`config.mk`:
```
export PLATFORM = sky130hd
export DESIGN_NAME = call_scheduler
export DESIGN_NICKNAME = d
export VERILOG_FILES = /design/src/rtl/elevator_pkg.sv /design/src/rtl/call_scan_mask.sv /design/src/rtl/call_scheduler.sv
export SDC_FILE = /design/constraint.sdc
export NUM_CORES = 1
export LEC_CHECK = 0
export ABC_AREA = 1
export CORE_MARGIN = 8
export CORE_UTILIZATION = 44
export DETAILED_ROUTE_END_ITERATION = 8
export PLACE_DENSITY = 0.76
export SYNTH_ARGS = -nofsm -noshare
export SYNTH_HDL_FRONTEND = slang
export SYNTH_SLANG_ARGS = --single-unit
export TNS_END_PERCENT = 30
```
`constraint.sdc`:
```
create_clock -name clk -period 1.5 [get_ports clk]
set_input_delay 0.225 -clock clk [delete_from_list [all_inputs] [get_ports clk]]
set_output_delay 0.225 -clock clk [all_outputs]
set_load 0.02 [all_outputs]
```
`src/rtl/elevator_pkg.sv`:
```
// elevator_pkg: shared direction type and default sizing for the elevator call path
package elevator_pkg;

    localparam int FLOORS_DEF  = 8;
    localparam int FLOOR_W_DEF = 3;

    typedef enum logic [1:0] {
        IDLE = 2'b00,
        UP   = 2'b01,
        DOWN = 2'b10
    } dir_e;

endpackage

```
`src/rtl/call_scan_mask.sv`:
```
// call_scan_mask: splits the merged request vector into above / below / at the current floor
module call_scan_mask
    import elevator_pkg::*;
#(
    parameter int FLOORS  = FLOORS_DEF,
    parameter int FLOOR_W = FLOOR_W_DEF
) (
    input  logic [FLOORS-1:0]  req,
    input  logic [FLOOR_W-1:0] floor,
    output logic               above,
    output logic               below,
    output logic               here
);

    // An out-of-range floor never matches, so everything counts as below and nothing as here
    always_comb begin
        above = 1'b0;
        below = 1'b0;
        here  = 1'b0;
        for (int i = 0; i < FLOORS; i++) begin
            if (req[i] && i > int'(floor)) above = 1'b1;
            if (req[i] && i < int'(floor)) below = 1'b1;
            if (req[i] && i == int'(floor)) here = 1'b1;
        end
    end

endmodule

```
`src/rtl/call_scheduler.sv`:
```
// call_scheduler: latches hall/car calls, picks SCAN direction, flags stops and clears served calls
// Optional: REQ_CANCEL_EN makes a car button press toggle its call so a lit button can be cancelled.
module call_scheduler
    import elevator_pkg::*;
#(
    parameter int FLOORS  = FLOORS_DEF,
    parameter int FLOOR_W = FLOOR_W_DEF
) (
    input  logic               clk,
    input  logic               rst,
    input  logic [FLOORS-1:0]  upcall_in,
    input  logic [FLOORS-1:0]  downcall_in,
    input  logic [FLOORS-1:0]  car_btn_in,
    input  logic [FLOOR_W-1:0] floor,
    input  logic               at_floor,
    output logic [FLOORS-1:0]  up_req,
    output logic [FLOORS-1:0]  down_req,
    output logic [FLOORS-1:0]  car_req,
    output logic               nextup,
    output logic               nextdown,
    output logic               stop_here,
    output logic               pending
);

    dir_e              dir_q, dir_d;
    logic [FLOORS-1:0] up_q, up_d, down_q, down_d, car_q, car_d;
    logic [FLOORS-1:0] any_req, floor_oh, car_next;
    logic              stop_q, stop_d, pend_q, pend_d;
    logic              above, below, here;
    logic              up_here, down_here, car_here, clr_up, clr_down;

    assign any_req = up_q | down_q | car_q;

    call_scan_mask #(
        .FLOORS  (FLOORS),
        .FLOOR_W (FLOOR_W)
    ) u_mask (
        .req   (any_req),
        .floor (floor),
        .above (above),
        .below (below),
        .here  (here)
    );

`ifdef REQ_CANCEL_EN
    logic [FLOORS-1:0] btn_q;

    // Previous car button levels, used to find press edges
    always_ff @(posedge clk) begin
        if (rst) btn_q <= '0;
        else     btn_q <= car_btn_in;
    end

    assign car_next = car_q ^ (car_btn_in & ~btn_q);
`else
    assign car_next = car_q | car_btn_in;
`endif

    // Next direction, request vectors, and the registered stop/pending flags
    always_comb begin
        floor_oh = '0;
        for (int i = 0; i < FLOORS; i++) floor_oh[i] = (int'(floor) == i);
        up_here   = |(up_q & floor_oh);
        down_here = |(down_q & floor_oh);
        car_here  = |(car_q & floor_oh);
        clr_up    = at_floor && (dir_q != DOWN || !below);
        clr_down  = at_floor && (dir_q != UP || !above);
        up_d      = (up_q | upcall_in) & ~({FLOORS{clr_up}} & floor_oh);
        down_d    = (down_q | downcall_in) & ~({FLOORS{clr_down}} & floor_oh);
        car_d     = car_next & ~({FLOORS{at_floor}} & floor_oh);
        dir_d     = IDLE;
        case (dir_q)
            IDLE:    dir_d = above ? UP : below ? DOWN : IDLE;
            UP:      dir_d = above ? UP : below ? DOWN : IDLE;
            DOWN:    dir_d = below ? DOWN : above ? UP : IDLE;
            default: dir_d = IDLE;
        endcase
        stop_d = car_here
              || (dir_q == UP && (up_here || (!above && down_here)))
              || (dir_q == DOWN && (down_here || (!below && up_here)))
              || (dir_q == IDLE && here);
        pend_d = |any_req;
    end

    // State registers; reset drops every call and returns to IDLE
    always_ff @(posedge clk) begin
        if (rst) begin
            up_q   <= '0;
            down_q <= '0;
            car_q  <= '0;
            dir_q  <= IDLE;
            stop_q <= 1'b0;
            pend_q <= 1'b0;
        end else begin
            up_q   <= up_d;
            down_q <= down_d;
            car_q  <= car_d;
            dir_q  <= dir_d;
            stop_q <= stop_d;
            pend_q <= pend_d;
        end
    end

    assign up_req    = up_q;
    assign down_req  = down_q;
    assign car_req   = car_q;
    assign nextup    = (dir_q == UP);
    assign nextdown  = (dir_q == DOWN);
    assign stop_here = stop_q;
    assign pending   = pend_q;

endmodule
```
## After elaboration in Yosys (flattened, before gate mapping)

Index checks and enable logic that the tools add are counted.

- Logic and storage cells: 127
- Flip-flop bits (word level): 28
- Bits of input ports: 30

- Reductions and logical operators: 45
- Magnitude comparators: 14
- Equality and inequality tests: 18
- Muxes and demuxes: 27
- Bitwise logic cells: 17

Operators by type and width:

| cell | count |
|---|---|
| 8-bit bitwise AND | 9 |
| 8-bit OR | 5 |
| 8-bit OR reduction | 4 |
| 1-bit logical AND | 29 |
| 8-bit inverter | 3 |
| 1-bit two-way mux | 23 |
| 3-bit equality test (first input constant) | 4 |
| 3-bit equality test (second input constant) | 4 |
| 3-bit greater-than comparator (first input constant) | 4 |
| 3-bit less-than comparator (first input constant) | 3 |
| 1-bit logical OR | 7 |
| 2-bit by 3-bit equality test with 1-bit output (first input constant) | 2 |
| 3-bit by 2-bit equality test with 1-bit output (second input constant) | 2 |
| 2-bit by 3-bit greater-than comparator with 1-bit output (first input constant) | 2 |
| 1-bit by 3-bit less-than comparator with 1-bit output (first input constant) | 2 |
| 2-bit by 3-bit less-than comparator with 1-bit output (first input constant) | 2 |
| 2-bit two-way mux | 3 |
| 2-bit case mux with 2 select lines | 1 |
| 1-bit by 3-bit equality test with 1-bit output (first input constant) | 1 |
| 3-bit by 1-bit equality test with 1-bit output (second input constant) | 1 |
| 1-bit by 3-bit greater-than comparator with 1-bit output (first input constant) | 1 |
| 3-bit logical NOT | 1 |
| 2-bit by 1-bit equality test with 1-bit output (second input constant) | 1 |
| 2-bit equality test (second input constant) | 1 |
| 5 further kinds | 6 |

## Logic depth before layout (Yosys ltp)

- Word-level depth: 17
- Gate-level depth with buffers: 13
- Mapped depth without buffers: 12

## Cells and area by module

Synthesis repeated with hierarchy kept, for this count alone.

- Cell total of the unflattened synthesis: 255
- Area, all modules: 1,636.6 um2

By module, submodules not included:

| module | times used | cells each | seq. area each (um2) | area an instance (um2) |
|---|---|---|---|---|
| call_scheduler | 1 | 195 | 560.5 | 1,375.1 |
| call_scan_mask | 1 | 60 | 0.0 | 261.5 |

## Least setup slack after synthesis

No wires, ideal clock.

- Path kind: reg-to-reg
- From: reg down_q[1], in the netlist down_req[1]
- To: reg stop_q, in the netlist stop_here
- Buffers on the path: 0
- Cell stages (with the launch flop): 12
- Required time: 1,390 ps
- Path slack: 231 ps
- Period minus slack after synthesis: 1,269 ps
- Arrival: 1,159 ps
- Library setup time: 110 ps
- Cells stage by stage: dfxtp_1 -> nor2_1 -> nand2_1 -> inv_1 -> nand3_1 -> nand3_1 -> nand3_1 -> nand2_1 -> nand2_1 -> nand3_1 -> nand2_1 -> inv_1

- Cells in the longest elaborated chain, start to end: 17

Ends and longest elaborated chain:

| what | line | text |
|---|---|---|
| from (decl) | call_scheduler.sv:26 | `logic [FLOORS-1:0] up_q, up_d, down_q, down_d, car_q, car_d;` |
| from (signal assigned) | call_scheduler.sv:96 | `down_q <= down_d;` |
| 8-bit OR (2 in a row) | call_scheduler.sv:32 | `assign any_req = up_q \| down_q \| car_q;` |
| 1-bit logical AND | call_scan_mask.sv:21 | `if (req[i] && i > int'(floor)) above = 1'b1;` |
| 1-bit two-way mux (7 in a row) | call_scan_mask.sv:21 |  |
| 1-bit logical NOT | call_scheduler.sv:79 | `\|\| (dir_q == UP && (up_here \|\| (!above && down_here)))` |
| 1-bit logical AND | call_scheduler.sv:79 |  |
| 1-bit logical OR | call_scheduler.sv:79 |  |
| 1-bit logical AND | call_scheduler.sv:79 |  |
| 1-bit logical OR | call_scheduler.sv:79 |  |
| 1-bit logical OR | call_scheduler.sv:80 | `\|\| (dir_q == DOWN && (down_here \|\| (!below && up_here)))` |
| 1-bit logical OR * | call_scheduler.sv:81 | `\|\| (dir_q == IDLE && here);` |
| to (signal assigned) | call_scheduler.sv:99 | `stop_q <= stop_d;` |
| to (decl) | call_scheduler.sv:28 | `logic stop_q, stop_d, pend_q, pend_d;` |

Every way passes the cells marked *; elsewhere a longest branch is shown, timed or not.
A chain may end at the register's enable or synchronous reset.

## Worst setup path in the final report

- From: reg up_q[5], in the netlist up_req[5]
- To: reg stop_q, in the netlist stop_here

- Cells in the longest elaborated chain, start to end: 13

Ends and longest elaborated chain:

| what | line | text |
|---|---|---|
| from (decl) | call_scheduler.sv:26 |  |
| from (signal assigned) | call_scheduler.sv:95 | `up_q <= up_d;` |
| 8-bit OR (2 in a row) | call_scheduler.sv:32 |  |
| 1-bit logical AND | call_scan_mask.sv:21 |  |
| 1-bit two-way mux (3 in a row) | call_scan_mask.sv:21 |  |
| 1-bit logical NOT | call_scheduler.sv:79 |  |
| 1-bit logical AND | call_scheduler.sv:79 |  |
| 1-bit logical OR | call_scheduler.sv:79 |  |
| 1-bit logical AND | call_scheduler.sv:79 |  |
| 1-bit logical OR | call_scheduler.sv:79 |  |
| 1-bit logical OR | call_scheduler.sv:80 |  |
| 1-bit logical OR * | call_scheduler.sv:81 |  |

Marked as above.

==> impl_metrics.ini <==
[outcome]
status = completed

[cells_and_area]
area_growth_pct = 59.87
n_antenna_cell = 0
design_area_um2 = 2532
regArea_um2 = 575.6
drive_above_1_share_pct = 21.64
instances_no_fill = 390
multi_input_area_um2 = 882.1
fillers = 341
nets = 373

[drt]
firstDrtPassIters = 6
met2RoutedLength_um = 2701
drt-initial-drc-count = 139
drt_wl_total_um = 5605
drcViolationCount = 0
wl_met1_um = 2484
viasPerCell = 5.064
vias = 1975
drtAntennaViolNets = 0
wl_per_cell_um = 14.37
met3WireLength_um = 283
highest_layer = met4

[power_and_ir_drop]
leakagePower_nw = 1.319
p_sw_share_pct = 33.48
p_sw_w = 0.0006288
clockPowerShare_pct = 20.3
intPower_w = 0.001250
ir_drop_v = 0.0004071
pwr-share-seq_pct = 45.7
combinationalPowerShare_pct = 34.0
cellPowerDensity_nw_per_um2 = 741.8

[worst_hold_path]
hold_path_end = up_req[5]
min_path_cells = 3
hold_path_startpoint = upcall_in[5]
hp-class = primary input to flop

[worst_setup_path]
regToRegEndpoint = stop_here
reg2reg_slack_ps = 90
rr_worst_depth = 11
crit_fanout = 4
startpoint_type = flop
critPathKind = flop to flop
regToRegStartpoint = up_req[5]
worst_setup_path_end_kind = flop
crit_arrival_ps = 1660
worstPathRequired_ps = 1750

[timing]
timing.final.ws_setup_ps = 91.73
hold_viol_final = 0
setup_viol = 0
fin_skew_ps = 15.43
finalMaxSlewViolations = 0
fmax_mhz = 710.1
tns_ps = 0
rsz0062_at_grt = true
hold_ws_ps = 467.5
tightest_slew_ps = 326.7
min_period_ps = 1408
min_period_over_period_pct = 93.88
slew_headroom_pct = 78.02

[global_route]
grtUsageTotal_pct = 18.88
grt_pass1_vias = 1953
grt_max_degree = 27
grt_first_pass_wirelength_um = 9204
grt.overflow.total = 0
antenna_found_initial = 0

[clocking]
cts_tree = yes
ctsHoldBuffers = 0
clk_pin_slew_ps = 160
cts_num_sinks = 28
h-tree-depth = 1
cts_root_buf = clkbuf_4
cts_buffer_depth = 2
cts_made_buffers = 3
clk-insertion-delay-late_ps = 340

[die]
initial_core_util_pct = 44.61
die_y_um = 76
core_area_um2 = 3551
die_w_um = 76
die_area_um2 = 5776
rows = 22
ios = 58

[yosys]
yosys-top-cells-count = nand2_1 (65), nor2_1 (36), inv_1 (31), dfxtp_1 (28)
yosysTopAreaCell = dfxtp_1
synth_top_family_by_area = simple AND/OR/NAND/NOR gates
synth_top_area_share_pct = 35.39
syn_area_um2 = 1584
synth_cell_type_count = 22
ys_seq_area_share_pct = 35.39
netlist_instances = 252
synth_edf_count = 0
synth_fp_nets = 282
synth_simple_gate_area_share_pct = 37.91
yosys.area_share.adder_pct = 0
ys_top_cells_by_area = dfxtp_1 (35%), nand2_1 (15%), nor2_1 (8.5%)
synth.most_common_cell = nand2_1
synth_xor_area_share_pct = 0
synth.avg_cell_area_um2 = 6.286
synth_compound_area_share_pct = 15.40
ys_async_sr_fraction_pct = 0
synthMuxAreaShare_pct = 0
synth_warnings = 0
ys_ff_latch = 28
synth_ff_type = dfxtp_1

[job]
maxCapViolCount = 0

[place]
port-buffer-count = 57
place_ws_ps = -512.8
place.gp.congestion = 0.8891
place_hpwl_um = 4236
dpl.cell_count = 377
placed_area_um2 = 2394
==> layer usage <==
layer	vias to the layer above	track usage, %
li1	995	-
met1	901	23.05
met2	68	31.71
met3	11	3.656
met4	0	7.059
met5	-	0
==> worst max path at each step <==
stage / startpoint / depth (start not counted) / endpoint
6_report: up_req[5] / 11 / stop_here
5_1_grt: down_req[5] / 12 / stop_here
4_1_cts: dir_q[1] / 3 / nextdown
3_5_place_dp: floor[2] / 11 / down_req[4]
3_3_place_gp: floor[2] / 13 / stop_here
2_1_floorplan: down_req[1] / 11 / stop_here
==> cell type report <==
type | instances | share of cell area, %
Sequential cell | 28 | 22.73
Timing Repair Buffer | 92 | 33.20
Inverter | 36 | 5.435
Clock buffer | 4 | 1.433
Tap cell | 48 | 2.372
Multi-Input combinational cell | 182 | 34.83
==> sequential cells by signal, indices dropped and copies added (netlist names) <==
name / count
stop_here: 1
car_req: 8
dir_q: 2
pending: 1
down_req: 8
up_req: 8
==> stage by stage <==
stage | util, % | power (W)
6_report | 71.32 | 0.001878
5_1_grt | 71.32 | 0.001979
4_1_cts | 68.99 | 0.001848
3_5_place_dp | 67.41 | 0.001498
3_3_place_gp | 67.41 | 0.001491
2_1_floorplan | - | 0.001174
==> worst max-delay path, cell delays in order (launching register included) <==
cell and delay (ps):
dfxtp_2 360, nor2_2 110, nand2_2 100, buf_4 150, nand2_1 60, nand2_1 60, nor2_1 110, nand2_1 60
a21oi_1 120, nand3_1 90, nand2_1 60, inv_1 30
==> timing repair <==
item,4_1_cts,5_1_grt
setup buffers,1,7
pin swaps,1,5
setup endpoints to repair,43,19
gates resized for setup,34,23
gates cloned,1,0
hold endpoints to repair,0,0
==> placed cells by master, fill, tap and decap left out, types with 2 or more instances in the layout <==
| cell | instances |
|---|---|
| nand2_1 | 60 |
| nor2_1 | 34 |
| buf_4 | 32 |
| inv_1 | 31 |
| dlygate4sd2_1 | 28 |
| clkdlybuf4s50_1 | 26 |
| a21oi_1 | 18 |
| o21ai_0 | 18 |
| dfxtp_1 | 18 |
| nand3_1 | 16 |
| dfxtp_2 | 9 |
| nand4_1 | 7 |
| nor2_2 | 6 |
| nand2_2 | 5 |
| o221ai_1 | 5 |
| inv_2 | 4 |
| nand2_4 | 3 |
| clkbuf_4 | 3 |
| nor3_1 | 2 |
| nor2_4 | 2 |
| o211ai_1 | 2 |
| clkbuf_2 | 2 |
| buf_12 | 2 |
==> logic make-up after synthesis <==
family                 count (synthesis)
AOI/OAI and AO/OA                     44
buffers and inverters                 42
DFF                                   28
and+or+nand+nor                      138
==> power groups by stage <==
stage / Clock, W / Sequential, W / Combinational (W)
finish: 0.000381 / 0.000858 / 0.000639
global route: 0.000412 / 0.000868 / 0.000699
CTS: 0.000388 / 0.000856 / 0.000604
detailed placement: 0 / 0.000874 / 0.000624
global placement: 0 / 0.000872 / 0.000619
floorplan: 0 / 0.000930 / 0.000244
(Power assumes the default switching activity.)
